<file path="config.mk">
export PLATFORM = sky130hd
export DESIGN_NAME = fetch_unit_flat
export DESIGN_NICKNAME = d
export VERILOG_FILES = /design/src/rtl/fetch_unit_pkg.sv /design/src/rtl/fetch_unit_if.sv /design/src/rtl/if_id_reg.sv /design/src/rtl/fetch_unit.sv /design/src/flat_wrapper.sv
export SDC_FILE = /design/constraint.sdc
export NUM_CORES = 1
export LEC_CHECK = 0
export BUFFER_PORTS_ARGS = -buffer_cell sky130_fd_sc_hd__buf_2
export CORE_ASPECT_RATIO = 0.5
export CORE_MARGIN = 10
export CORE_UTILIZATION = 48
export DETAILED_ROUTE_END_ITERATION = 6
export MAX_ROUTING_LAYER = met4
export PLACE_DENSITY = 0.84
export SLEW_MARGIN = 15
export SYNTH_ARGS = -nofsm -noshare
export SYNTH_HDL_FRONTEND = slang
export SYNTH_SLANG_ARGS = --single-unit
</file>
<file path="constraint.sdc">
create_clock -name clk -period 2.3 [get_ports clk]
set_clock_uncertainty 0.15 [all_clocks]
set_input_delay 0.46 -clock clk [delete_from_list [all_inputs] [get_ports clk]]
set_output_delay 0.46 -clock clk [all_outputs]
set_load 0.02 [all_outputs]
</file>
<file path="src/rtl/fetch_unit_pkg.sv">
// fetch_unit_pkg: constants, exception codes and the IF/ID payload type shared by
// the fetch unit, its IF/ID register and the interface.
package fetch_unit_pkg;

    // Default address map
    localparam logic [31:0] RESET_PC   = 32'h0000_0000;
    localparam logic [31:0] HANDLER_PC = 32'h0000_1180;
    localparam logic [31:0] IM_LIMIT   = 32'h0000_1FFF;

    // Fetch exception codes
    localparam logic [4:0] EXC_NONE = 5'd0;
    localparam logic [4:0] EXC_ADEL = 5'd4;

    // Word placed in IF/ID for bubbles and faulting fetches
    localparam logic [31:0] NOP_WORD = 32'h0000_0000;

    // One IF/ID slot
    typedef struct packed {
        logic [31:0] instr;
        logic [31:0] pc;
        logic        valid;
        logic        bd;
        logic [4:0]  exccode;
    } ifid_t;

    localparam ifid_t IFID_BUBBLE = '{
        instr:   NOP_WORD,
        pc:      32'h0000_0000,
        valid:   1'b0,
        bd:      1'b0,
        exccode: EXC_NONE
    };

    // A fetch faults when the address is not word aligned or lies past the
    // end of instruction memory.
    function automatic logic fetch_fault(input logic [31:0] addr, input logic [31:0] limit);
        return (addr[1:0] != 2'b00) || (addr > limit);
    endfunction

endpackage

</file>
<file path="src/rtl/fetch_unit_if.sv">
// fetch_unit_if: bundle between the fetch stage and the rest of the pipeline.
//   master (fetch unit): drives pc and the IF/ID contents D_*; receives the
//                        pipeline control inputs and the instruction word.
//   slave  (pipeline)  : the mirror image.
// Signals:
//   stall, redirect, redirect_pc, id_is_jump : decode-stage control
//   exc_req, eret, epc                       : CP0 control
//   instr_in                                 : instruction memory read data for pc
//   pc                                       : fetch address to instruction memory
//   D_instr, D_pc, D_valid, D_bd, D_exccode  : IF/ID register contents
interface fetch_unit_if;

    logic        stall;
    logic        redirect;
    logic [31:0] redirect_pc;
    logic        id_is_jump;
    logic        exc_req;
    logic        eret;
    logic [31:0] epc;
    logic [31:0] instr_in;

    logic [31:0] pc;
    logic [31:0] D_instr;
    logic [31:0] D_pc;
    logic        D_valid;
    logic        D_bd;
    logic [4:0]  D_exccode;

    modport master (
        input  stall, redirect, redirect_pc, id_is_jump, exc_req, eret, epc, instr_in,
        output pc, D_instr, D_pc, D_valid, D_bd, D_exccode
    );

    modport slave (
        output stall, redirect, redirect_pc, id_is_jump, exc_req, eret, epc, instr_in,
        input  pc, D_instr, D_pc, D_valid, D_bd, D_exccode
    );

endinterface

</file>
<file path="src/rtl/if_id_reg.sv">
// if_id_reg: IF/ID pipeline register.
// Ports:
//   clk   : clock, rising edge
//   reset : synchronous active-high reset, loads a bubble
//   en    : load d (ignored when flush or reset is high)
//   flush : load a bubble
//   d     : incoming slot contents
//   q     : registered slot contents
module if_id_reg
    import fetch_unit_pkg::*;
(
    input  logic  clk,
    input  logic  reset,
    input  logic  en,
    input  logic  flush,
    input  ifid_t d,
    output ifid_t q
);

    // Flush wins over enable so a squashed slot can never be loaded while stalled.
    always_ff @(posedge clk) begin
        if (reset || flush) begin
            q <= IFID_BUBBLE;
        end else if (en) begin
            q <= d;
        end
    end

endmodule

</file>
<file path="src/rtl/fetch_unit.sv">
// fetch_unit: instruction fetch stage. Holds the PC, selects the next PC and
// captures each fetch (or its address fault) into the IF/ID register.
// Parameters:
//   RESET_PC   : first fetch address after reset
//   HANDLER_PC : exception handler entry
//   IM_LIMIT   : highest legal instruction byte address
// Ports:
//   clk   : clock, rising edge
//   reset : synchronous active-high reset
//   bus   : fetch_unit_if master modport (control in, pc and IF/ID out)
module fetch_unit #(
    parameter logic [31:0] RESET_PC   = fetch_unit_pkg::RESET_PC,
    parameter logic [31:0] HANDLER_PC = fetch_unit_pkg::HANDLER_PC,
    parameter logic [31:0] IM_LIMIT   = fetch_unit_pkg::IM_LIMIT
) (
    input  logic          clk,
    input  logic          reset,
    fetch_unit_if.master  bus
);

    import fetch_unit_pkg::*;

    logic [31:0] pc_q;
    logic [31:0] pc_d;
    logic        fault;
    logic        slot_bd;
    logic        ifid_en;
    logic        ifid_flush;
    ifid_t       fetch_slot;
    ifid_t       ifid_q;

    assign fault = fetch_fault(pc_q, IM_LIMIT);

    // Next-PC selection: exception > eret > stall > redirect > sequential.
    // exc_req/eret flush IF/ID even under stall; stall drops any redirect,
    // decode re-asserts it once the stall clears.
    always_comb begin
        pc_d       = pc_q;
        ifid_en    = 1'b0;
        ifid_flush = 1'b0;
        slot_bd    = 1'b0;
        if (bus.exc_req) begin
            pc_d       = HANDLER_PC;
            ifid_flush = 1'b1;
        end else if (bus.eret) begin
            pc_d       = bus.epc;
            ifid_flush = 1'b1;
        end else if (bus.stall) begin
            pc_d = pc_q;
        end else if (bus.redirect) begin
            // The word fetched this cycle is the branch delay slot.
            pc_d    = bus.redirect_pc;
            ifid_en = 1'b1;
            slot_bd = 1'b1;
        end else begin
            pc_d    = pc_q + 32'd4;
            ifid_en = 1'b1;
            slot_bd = bus.id_is_jump;
        end
    end

    // A faulting fetch still occupies a valid slot so the fault is raised in order.
    always_comb begin
        fetch_slot         = IFID_BUBBLE;
        fetch_slot.pc      = pc_q;
        fetch_slot.valid   = 1'b1;
        fetch_slot.bd      = slot_bd;
        fetch_slot.instr   = fault ? NOP_WORD : bus.instr_in;
        fetch_slot.exccode = fault ? EXC_ADEL : EXC_NONE;
    end

    always_ff @(posedge clk) begin
        if (reset) begin
            pc_q <= RESET_PC;
        end else begin
            pc_q <= pc_d;
        end
    end

    if_id_reg u_if_id_reg (
        .clk   (clk),
        .reset (reset),
        .en    (ifid_en),
        .flush (ifid_flush),
        .d     (fetch_slot),
        .q     (ifid_q)
    );

    assign bus.pc        = pc_q;
    assign bus.D_instr   = ifid_q.instr;
    assign bus.D_pc      = ifid_q.pc;
    assign bus.D_valid   = ifid_q.valid;
    assign bus.D_bd      = ifid_q.bd;
    assign bus.D_exccode = ifid_q.exccode;

endmodule
</file>
<file path="src/flat_wrapper.sv">
// flat-port wrapper written by rule: the top's interface ports become plain ports
module fetch_unit_flat import fetch_unit_pkg::*;
#(
    parameter logic [31:0] RESET_PC   = fetch_unit_pkg::RESET_PC,
    parameter logic [31:0] HANDLER_PC = fetch_unit_pkg::HANDLER_PC,
    parameter logic [31:0] IM_LIMIT   = fetch_unit_pkg::IM_LIMIT
)
  (clk, reset, bus_stall, bus_redirect, bus_redirect_pc, bus_id_is_jump, bus_exc_req, bus_eret, bus_epc, bus_instr_in, bus_pc, bus_D_instr, bus_D_pc, bus_D_valid, bus_D_bd, bus_D_exccode);
  fetch_unit_if bus_i ();
  input  logic clk;
  input  logic reset;
  input wire logic [$bits(bus_i.stall)-1:0] bus_stall;
  input wire logic [$bits(bus_i.redirect)-1:0] bus_redirect;
  input wire logic [$bits(bus_i.redirect_pc)-1:0] bus_redirect_pc;
  input wire logic [$bits(bus_i.id_is_jump)-1:0] bus_id_is_jump;
  input wire logic [$bits(bus_i.exc_req)-1:0] bus_exc_req;
  input wire logic [$bits(bus_i.eret)-1:0] bus_eret;
  input wire logic [$bits(bus_i.epc)-1:0] bus_epc;
  input wire logic [$bits(bus_i.instr_in)-1:0] bus_instr_in;
  output wire logic [$bits(bus_i.pc)-1:0] bus_pc;
  output wire logic [$bits(bus_i.D_instr)-1:0] bus_D_instr;
  output wire logic [$bits(bus_i.D_pc)-1:0] bus_D_pc;
  output wire logic [$bits(bus_i.D_valid)-1:0] bus_D_valid;
  output wire logic [$bits(bus_i.D_bd)-1:0] bus_D_bd;
  output wire logic [$bits(bus_i.D_exccode)-1:0] bus_D_exccode;
  assign bus_i.stall = bus_stall;
  assign bus_i.redirect = bus_redirect;
  assign bus_i.redirect_pc = bus_redirect_pc;
  assign bus_i.id_is_jump = bus_id_is_jump;
  assign bus_i.exc_req = bus_exc_req;
  assign bus_i.eret = bus_eret;
  assign bus_i.epc = bus_epc;
  assign bus_i.instr_in = bus_instr_in;
  assign bus_pc = bus_i.pc;
  assign bus_D_instr = bus_i.D_instr;
  assign bus_D_pc = bus_i.D_pc;
  assign bus_D_valid = bus_i.D_valid;
  assign bus_D_bd = bus_i.D_bd;
  assign bus_D_exccode = bus_i.D_exccode;
  fetch_unit #(.RESET_PC(RESET_PC), .HANDLER_PC(HANDLER_PC), .IM_LIMIT(IM_LIMIT)) u_core (.clk(clk), .reset(reset), .bus(bus_i));
endmodule
</file>
==> results.ini <==
[yosys]
syn_inst = 640
syn_avg_cell_area_sq_um = 7.66
synth_edf_count = 0
synth-seq-cells = 99
synthFlopType = dfxtp_1
synth_top_cell_area_share_pct = 40.4
ys_async_sr_fraction_pct = 0
yosysTopAreaCell = dfxtp_1
synth_common_cells = nand2_1 (103), dfxtp_1 (99), nor2_1 (67)
synth_most_common_cell = nand2_1
synth_area_leaders = dfxtp_1 (40%), nand2_1 (7.9%), a21oi_1 (6.3%)
ys_seq_area_share_pct = 40.4
netlist_area_sq_um = 4900
yosysUniqueCellTypes = 53
synth_warnings = 0

[timing]
rsz0062_at_grt = no
slew_violations = 0
setup_tns_ps = 0
finalHoldViolCount = 0
setup_viol = 0
hold_ws_ps = 193
period_minus_slack_ps = 2130
post-route-period-util_pct = 92.6
fmax_mhz = 470

[route]
drtAntennaViolNets = 0
first_iter_violations = 400
dr_wl_met2_mm = 8.64
routed_wl_mm = 17.3
wl_per_cell_microns = 18.4
viasPerCell = 5.64
drc = 0
wl_met1_mm = 7.01
maxUsedRoutingLayer = met4
dr.pass1.iters = 5
vias = 5287
wl_met3_mm = 1.38

[global_route]
grt_max_degree = 66
grtUsageTotal_pct = 22.4
grt_pass1_vias = 5156
overflow = 0
grt_first_pass_wirelength_mm = 26.7
antenna_found_initial = 0

[floorplan]
num_io_pins = 206
start_util_pct = 50.6
die_area_sq_um = 14900
coreArea_sq_um = 9700
die_width_microns = 163
die_h_microns = 91.5
row_count = 25

[critical_path]
start_kind = flip-flop
r2r_end = u_core.bus.pc[20]
crit_path_max_incr_delay_ps = 470
reg2reg_slack_ps = 170
endpoint_kind = flip-flop
crit_top_cell = and3_1
arrival_ps = 2190
path_cells = ha_1, and3_1, and3_1, buf_4, xnor2_1, o22ai_1
cp.required_ps = 2360
reg2reg_depth = 6
worstSetupPathType = flip-flop to flip-flop
crit_slowest_cell = dfxtp_1
timing.rr.start = u_core.bus.pc[2]
worstPathMaxFanout = 10

[clock_network]
htree_levels = 3
clk_path_buf_depth = 2
clk_pin_slew_worst_paths_ps = 80
cts_tree = done
cts_hold_buffers = 0
cts_resized = 0
cts_root_buf = clkbuf_16
cts_setup_buffers = 0
clock_sinks = 99
cts_made_buffers = 9
clkLatencyLatePin_ps = 340

[run]
drv_cap = 0

[final_layout]
regArea_sq_um = 1980
area_delta_synth_final_pct = 26.0
drive_gt1_share_pct = 32.4
multiInputGateArea_sq_um = 2450
nNetsFinal = 902
fill_cells = 854
design_area_sq_um = 6180
diodes = 0

[status]
status = finished clean

[worst_hold_path]
hold_path_class = primary input to flip-flop
min_to = u_core.u_if_id_reg.q[68]
hold_depth = 3
worstHoldStart = bus_instr_in[29]

[pwr]
total_power_mw = 3.80
cellLeakagePower_nw = 2.64
powerDensity_nw_per_um2 = 615
vdd_ir_drop_max_mv = 0.410

[placed_design]
place_congestion = 0.936
dpl-instance-area_sq_um = 5880
place_hpwl_mm = 12.8
io_buffers = 201

## stage by stage
stage          cells  setup slack, ps  util, %
2_1_floorplan    643              364        -
3_3_place_gp     922              231     60.6
3_5_place_dp     922              197     60.6
4_1_cts          938              195     63.8
5_1_grt          938             37.3     63.8
6_report         938              170     63.8
## sequential cells by signal, summed over array words and instances, names as in the netlist, named ones only
register              flops
u_core.u_if_id_reg.q     67
u_core.bus.pc            30
## cell usage in the layout, fill, tap and decap left out, types with 3 or more instances in the layout
cell / count
mux2i_1: 3
xor2_1: 7
nand2b_1: 5
clkbuf_16: 9
nand3_1: 30
and3_1: 7
a21oi_1: 62
a211oi_1: 4
inv_1: 3
a32oi_1: 3
nand4_1: 13
o21ai_0: 26
buf_2: 201
o31ai_1: 5
o22ai_1: 8
nor4_1: 8
and4_1: 3
inv_8: 3
nor2_1: 66
buf_4: 29
nand2_1: 103
o211ai_1: 3
nor3_1: 11
a22oi_1: 36
xnor2_1: 5
conb_1: 4
a31oi_1: 5
dfxtp_1: 99
## routing by layer
layer	up-vias	GRT usage [%]
met5	-	-
met4	0	6.49
met3	30	5.41
met2	244	37.7
met1	2486	26.1
li1	2527	-
## kinds of logic after synthesis
group | after synthesis | synth area share, %
buffers and inverters | 92 | 10.1
adders and majority gates | 1 | 0.255
AOI/OAI and AO/OA | 172 | 22.6
xor gates and xnor gates | 12 | 2.14
muxes | 4 | 0.842
DFF | 99 | 40.4
and+or+nand+nor | 259 | 23.6
other | 1 | 0.0765
## cell type report
class	count	area share [%]
Timing Repair Buffer	232	20.4
Clock buffer	10	3.87
Clock inverter	6	1.07
Multi-Input combinational cell	452	39.6
Inverter	4	0.243
Tap cell	135	2.73
Sequential cell	99	32.1
## critical path, delay by kind of cell, from the launching register on
family	cells	cell delay, ps
xor+xnor	1	110
buf+inv	1	180
fa+ha+maj	1	250
compound gates	1	70
flops	1	470
simple gates	2	750
## worst max path at each step
| stage | startpoint | depth (start not counted) | slack, ps | to |
|---|---|---|---|---|
| floorplan | u_core.bus.pc[2] | 7 | 360 | u_core.bus.pc[22] |
| detailed placement | u_core.bus.pc[2] | 6 | 200 | u_core.bus.pc[20] |
| CTS | u_core.bus.pc[2] | 6 | 190 | u_core.bus.pc[20] |
| global route | u_core.bus.pc[2] | 6 | 40 | u_core.bus.pc[20] |
| finish | u_core.bus.pc[2] | 6 | 170 | u_core.bus.pc[20] |
| global placement | u_core.bus.pc[2] | 6 | 230 | u_core.bus.pc[20] |
## report_power, final
group | internal [mW] | leakage, nW | switching (mW) | total, mW
Combinational | 0.191 | 1.69 | 0.291 | 0.482
Sequential | 1.74 | 0.802 | 0.0431 | 1.78
Clock | 0.799 | 0.147 | 0.738 | 1.54
Total | 2.73 | 2.64 | 1.07 | 3.80
Power figures use the tool's default switching activity.
